## src/rtl/spart_rx_pkg.sv

```systemverilog
// Shared constants, FSM state type and receive-status payload for the SPART receiver.
package spart_rx_pkg;

  localparam int unsigned DATA_BITS  = 8;
  localparam int unsigned OVERSAMPLE = 16;
  localparam int unsigned TICK_W     = $clog2(OVERSAMPLE);
  localparam int unsigned BIT_W      = $clog2(DATA_BITS);

  // Mid start bit and end of a full bit period, counted in oversample ticks
  localparam logic [TICK_W-1:0] MID_TICK = TICK_W'(OVERSAMPLE / 2 - 1);
  localparam logic [TICK_W-1:0] END_TICK = TICK_W'(OVERSAMPLE - 1);
  localparam logic [BIT_W-1:0]  LAST_BIT = BIT_W'(DATA_BITS - 1);

  typedef enum logic [1:0] {
    IDLE  = 2'd0,
    START = 2'd1,
    DATA  = 2'd2,
    STOP  = 2'd3
  } rx_state_e;

  typedef struct packed {
    logic [DATA_BITS-1:0] data;
    logic                 rda;
    logic                 frame_err;
    logic                 overrun;
  } rx_status_t;

endpackage

```

## src/rtl/spart_rx_if.sv

```systemverilog
// Serial-line, baud-enable and processor-side read signals of the SPART receiver.
interface spart_rx_if;
  import spart_rx_pkg::*;

  logic                 baud_r_enable;
  logic                 rxd;
  logic                 rd_en;
  logic [DATA_BITS-1:0] rx_data;
  logic                 rda;
  logic                 frame_err;
  logic                 overrun;

  modport master (
    output baud_r_enable, rxd, rd_en,
    input  rx_data, rda, frame_err, overrun
  );

  modport slave (
    input  baud_r_enable, rxd, rd_en,
    output rx_data, rda, frame_err, overrun
  );

endinterface

```

## src/rtl/spart_rx_sync2.sv

```systemverilog
// Two-flop synchronizer for an asynchronous single-bit input, with selectable reset value.
module spart_rx_sync2 #(
  parameter logic RESET_VAL = 1'b1
) (
  input  logic clk,
  input  logic rst,
  input  logic d,
  output logic q
);

  logic meta;

  always_ff @(posedge clk or negedge rst) begin
    if (!rst) begin
      meta <= RESET_VAL;
      q    <= RESET_VAL;
    end else begin
      meta <= d;
      q    <= meta;
    end
  end

endmodule

```

## src/rtl/spart_rx.sv

```systemverilog
// SPART receiver: recovers 8N1 frames from rxd on a 16x oversample enable and
// holds the last byte with rda / frame_err / overrun status for the processor.
module spart_rx
  import spart_rx_pkg::*;
(
  input  logic       clk,
  input  logic       rst,
  spart_rx_if.slave  bus
);

  logic                 rxd_s;
  rx_state_e            state_q, state_d;
  logic [TICK_W-1:0]    tick_q, tick_d;
  logic [BIT_W-1:0]     bit_q, bit_d;
  logic [DATA_BITS-1:0] shift_q, shift_d;
  logic                 armed_q, armed_d;
  rx_status_t           stat_q, stat_d;

  // Idle-high line, so the synchronizer resets to 1 to avoid a phantom start edge
  spart_rx_sync2 #(.RESET_VAL(1'b1)) u_sync (
    .clk (clk),
    .rst (rst),
    .d   (bus.rxd),
    .q   (rxd_s)
  );

  always_ff @(posedge clk or negedge rst) begin
    if (!rst) begin
      state_q <= IDLE;
      tick_q  <= '0;
      bit_q   <= '0;
      shift_q <= '0;
      armed_q <= 1'b1;
      stat_q  <= '0;
    end else begin
      state_q <= state_d;
      tick_q  <= tick_d;
      bit_q   <= bit_d;
      shift_q <= shift_d;
      armed_q <= armed_d;
      stat_q  <= stat_d;
    end
  end

  always_comb begin
    state_d = state_q;
    tick_d  = tick_q;
    bit_d   = bit_q;
    shift_d = shift_q;
    armed_d = armed_q;
    stat_d  = stat_q;

    // Processor read; a completing good frame below overrides this in the same cycle
    if (bus.rd_en && stat_q.rda) begin
      stat_d.rda     = 1'b0;
      stat_d.overrun = 1'b0;
    end

    if (bus.baud_r_enable) begin
      case (state_q)
        IDLE: begin
          if (rxd_s) begin
            armed_d = 1'b1;
          end
          if (armed_q && !rxd_s) begin
            state_d = START;
            tick_d  = '0;
          end
        end
        START: begin
          if (tick_q == MID_TICK) begin
            tick_d = '0;
            bit_d  = '0;
            state_d = rxd_s ? IDLE : DATA;
          end else begin
            tick_d = tick_q + TICK_W'(1);
          end
        end
        DATA: begin
          if (tick_q == END_TICK) begin
            shift_d = {rxd_s, shift_q[DATA_BITS-1:1]};
            tick_d  = '0;
            bit_d   = bit_q + BIT_W'(1);
            if (bit_q == LAST_BIT) begin
              state_d = STOP;
            end
          end else begin
            tick_d = tick_q + TICK_W'(1);
          end
        end
        STOP: begin
          if (tick_q == END_TICK) begin
            state_d = IDLE;
            tick_d  = '0;
            if (rxd_s) begin
              stat_d.data      = shift_q;
              stat_d.rda       = 1'b1;
              stat_d.frame_err = 1'b0;
              stat_d.overrun   = bus.rd_en ? 1'b0 : (stat_q.overrun | stat_q.rda);
            end else begin
              // Break or framing error: wait for the line to go high before re-arming
              stat_d.frame_err = 1'b1;
              armed_d          = 1'b0;
            end
          end else begin
            tick_d = tick_q + TICK_W'(1);
          end
        end
        default: state_d = IDLE;
      endcase
    end
  end

  assign bus.rx_data   = stat_q.data;
  assign bus.rda       = stat_q.rda;
  assign bus.frame_err = stat_q.frame_err;
  assign bus.overrun   = stat_q.overrun;

endmodule

```

## src/flat_wrapper.sv

```systemverilog
// flat-port wrapper written by rule: the top's interface ports become plain ports
module spart_rx_flat import spart_rx_pkg::*;
  (clk, rst, bus_baud_r_enable, bus_rxd, bus_rd_en, bus_rx_data, bus_rda, bus_frame_err, bus_overrun);
  spart_rx_if bus_i ();
  input  logic clk;
  input  logic rst;
  input wire logic [$bits(bus_i.baud_r_enable)-1:0] bus_baud_r_enable;
  input wire logic [$bits(bus_i.rxd)-1:0] bus_rxd;
  input wire logic [$bits(bus_i.rd_en)-1:0] bus_rd_en;
  output wire logic [$bits(bus_i.rx_data)-1:0] bus_rx_data;
  output wire logic [$bits(bus_i.rda)-1:0] bus_rda;
  output wire logic [$bits(bus_i.frame_err)-1:0] bus_frame_err;
  output wire logic [$bits(bus_i.overrun)-1:0] bus_overrun;
  assign bus_i.baud_r_enable = bus_baud_r_enable;
  assign bus_i.rxd = bus_rxd;
  assign bus_i.rd_en = bus_rd_en;
  assign bus_rx_data = bus_i.rx_data;
  assign bus_rda = bus_i.rda;
  assign bus_frame_err = bus_i.frame_err;
  assign bus_overrun = bus_i.overrun;
  spart_rx u_core (.clk(clk), .rst(rst), .bus(bus_i));
endmodule
```

## config.mk

```make
export PLATFORM = sky130hd
export DESIGN_NAME = spart_rx_flat
export DESIGN_NICKNAME = d
export VERILOG_FILES = /design/src/rtl/spart_rx_pkg.sv /design/src/rtl/spart_rx_if.sv /design/src/rtl/spart_rx_sync2.sv /design/src/rtl/spart_rx.sv /design/src/flat_wrapper.sv
export SDC_FILE = /design/constraint.sdc
export NUM_CORES = 1
export LEC_CHECK = 0
export ABC_AREA = 1
export CAP_MARGIN = 10
export CELL_PAD_IN_SITES_DETAIL_PLACEMENT = 0
export CELL_PAD_IN_SITES_GLOBAL_PLACEMENT = 1
export CORE_MARGIN = 2
export CORE_UTILIZATION = 40
export CTS_BUF_LIST = sky130_fd_sc_hd__clkbuf_4 sky130_fd_sc_hd__clkbuf_8
export DETAILED_ROUTE_END_ITERATION = 12
export GPL_TIMING_DRIVEN = 1
export PLACE_DENSITY = 0.73
export SYNTH_ARGS = -nofsm -noshare
export SYNTH_HDL_FRONTEND = slang
export SYNTH_SLANG_ARGS = --single-unit
```

## constraint.sdc

```tcl
create_clock -name clk -period 1.7 [get_ports clk]
set_input_delay 0.255 -clock clk [delete_from_list [all_inputs] [get_ports clk]]
set_output_delay 0.255 -clock clk [all_outputs]
set_load 0.01 [all_outputs]
```

==> out/results.ini <==
[flow_run]
cap_violations=0

[detailed_routing]
wl_mm=2.31
first_pass_iters=4
wire_per_inst_um=10.5
detail-route-antenna-nets=0
drc=0
via_per_inst=4.50
first_iter_violations=39
dr_total_vias=985

[cts]
path_clk_slew_ps=100
clkLatencyLatePin_ps=330
cts_tree=yes
cts.repair.resized=0
cts_max_level=2
numCtsBuffers=5
cts_buffer_depth=2
clock_sinks=31
hold_buffers=0
cts_setup_buffers=0
root_buffer=clkbuf_4

[finish]
fin_area_um2=1690
layout_commonest_cell=nand2_1
final_cell_mix=nand2_1 (36), dfrtp_1 (28), inv_1 (20)
fillCellCount=322
num_antenna_cells=0
final_util_pct=50.7
regArea_um2=779
multi_input_area_um2=509
fin_nets=180
syn2layout_area_growth_pct=21.0
drive_above_1_share_pct=17.9

[global_routing]
grt_use_total_pct=14.1
grt_pass1_wl_mm=4.19
first_global_vias=935
antenna_found_initial=0
grt_max_degree=32
overflow=0

[placed_design]
placed_area_um2=1610
place_congestion=0.702
portBuffers=15
dp_hpwl_mm=1.60

[critical_path]
crit_path_start_kind=register
cp.required_ps=1920
worstReg2RegEnd=u_core.bus.overrun
r2r-start=u_core.tick_q[0]
rrSetupSlack_ps=170
path_max_fanout=19
reg2regPathDepth=8
arrival_ps=1750
worst-setup-path-type=register to register
cp-end-kind=register

[synthesis]
synth-compound-area-share_pct=13.2
synth_cell_type_count=21
synthesis.nets=157
synth-simple-area-share_pct=19.2
synth_area_um2=1400
synth_top_family_by_area=simple AND/OR/NAND/NOR gates
ys_seq_area_share_pct=55.8
synth_fa_ha_area_share_pct=2.69
avgSynthCellArea_um2=9.38
yosys-mux-area-fraction_pct=0.716
synth_xor_area_share_pct=0.627
yosys_warnings=0
synth_cells=149
ys_ff_latch=31

[power_and_ir_drop]
clkPwrFrac_pct=33.1
switching_share_pct=29.5
p_leak_nw=0.771
p_int_mw=1.27
switchingPower_uw=533
seq_power_share_pct=49.4
vdd_drop_max_v=0.000487
combPwrFrac_pct=17.5
p_per_area_nw_per_um2=1070

[hold_path]
hp-class=input pin to async pin

[floorplanning]
start_util_pct=41.9
die_x_um=63.1
die-area_um2=3980
num_rows=21
ios=16
coreArea_um2=3340
die_h_um=63.1

[timing]
rsz0062_at_grt=false
finalClockSkew_ps=9.51
setup_violations=0
worst_slew_pin_slew_ps=387
max_freq_mhz=654
period_minus_slack_ps=1530
hold_viol=0
fin_tns_setup_ps=0
slew_violations=0
timing.slew.headroom_pct=74.2
fin_crit_sh_pct=89.9

[outcome]
outcome=finished clean

-- critical path: stages (launching register included) --
cell and delay, ps:
dfrtp_1 390, ha_1 220, nand3_1 150, inv_2 140
nand3_4 230, nand2_1 120, nand2_1 50, o21ai_0 60
inv_1 60
-- Yosys cell counts, drive strengths merged --
| library cell | count | share of area (%) |
|---|---|---|
| nand2 | 38 | 11 |
| dfrtp | 28 | 50 |
| o21ai | 25 | 11 |
| inv | 23 | 6.2 |
| nor2 | 12 | 3.9 |
| nand3 | 8 | 4.7 |
| a21oi | 3 | 1.1 |
| dfstp | 3 | 5.6 |
| ha | 3 | 2.7 |
| buf | 2 | 1.6 |
| a22o | 1 | 0.63 |
| mux2i | 1 | 0.72 |
| o22ai | 1 | 0.45 |
| xor2 | 1 | 0.63 |
-- state kept, by name, summed over array words and instances (netlist names), named ones only --
| register | cells |
|---|---|
| u_core.armed_q | 1 |
| u_core.bit_q | 3 |
| u_core.bus.frame_err | 1 |
| u_core.bus.overrun | 1 |
| u_core.bus.rda | 1 |
| u_core.bus.rx_data | 8 |
| u_core.shift_q | 8 |
| u_core.state_q | 1 |
| u_core.tick_q | 4 |
| u_core.u_sync.meta | 1 |
| u_core.u_sync.q | 1 |
-- cell type report --
type | count | share of cell area [%]
clock inverters | 2 | 2.07
flip-flops and latches | 31 | 46.1
multi-input cells | 93 | 30.1
inverters | 23 | 5.10
well taps | 46 | 3.40
clock buffers | 6 | 3.03
repair buffers | 18 | 10.2
-- cells by family (layout without fill, tap and decap cells) --
group,after synthesis,after routing
and+or+nand+nor,58,58
DFF,31,31
AOI/OAI and AO/OA,30,30
buffers and inverters,25,49
adders and majority gates,3,3
xor gates and xnor gates,1,1
muxes,1,1
-- power groups by stage --
stage,logic (mW),clock network (mW),registers (mW)
CTS,0.318,0.626,0.891
global placement,0.311,0,0.903
global route,0.365,0.665,0.905
finish,0.316,0.598,0.890
detailed placement,0.319,0,0.903
floorplan,0.242,0,0.886
-- per-stage QoR --
step	hold WS (ps)	worst slack (ps)	power [mW]	instances
2_1_floorplan	-40.6	424	1.13	149
3_3_place_gp	347	152	1.21	211
3_5_place_dp	352	104	1.22	211
4_1_cts	295	155	1.83	219
5_1_grt	291	23.5	1.94	219
6_report	302	172	1.80	219
-- routing by layer --
layer  share of wire (%)  vias to the layer above  global-route usage [%]
met1                  49                      448                    17.2
met4                0.78                        0                    5.83
met2                  44                       17                    20.7
li1                    -                      518                       -
met3                 5.9                        2                    7.50
met5                   0                        -                       0
-- how the worst max path moves through the flow --
stage                            from                     to  cells after the start
floorplan            u_core.tick_q[0]  u_core.bus.rx_data[4]                      7
global placement    bus_baud_r_enable     u_core.bus.overrun                      8
detailed placement  bus_baud_r_enable     u_core.bus.overrun                      8
CTS                  u_core.tick_q[0]     u_core.bus.overrun                      8
global route         u_core.tick_q[0]     u_core.bus.overrun                      8
finish               u_core.tick_q[0]     u_core.bus.overrun                      8
(Power assumes the default switching activity.)
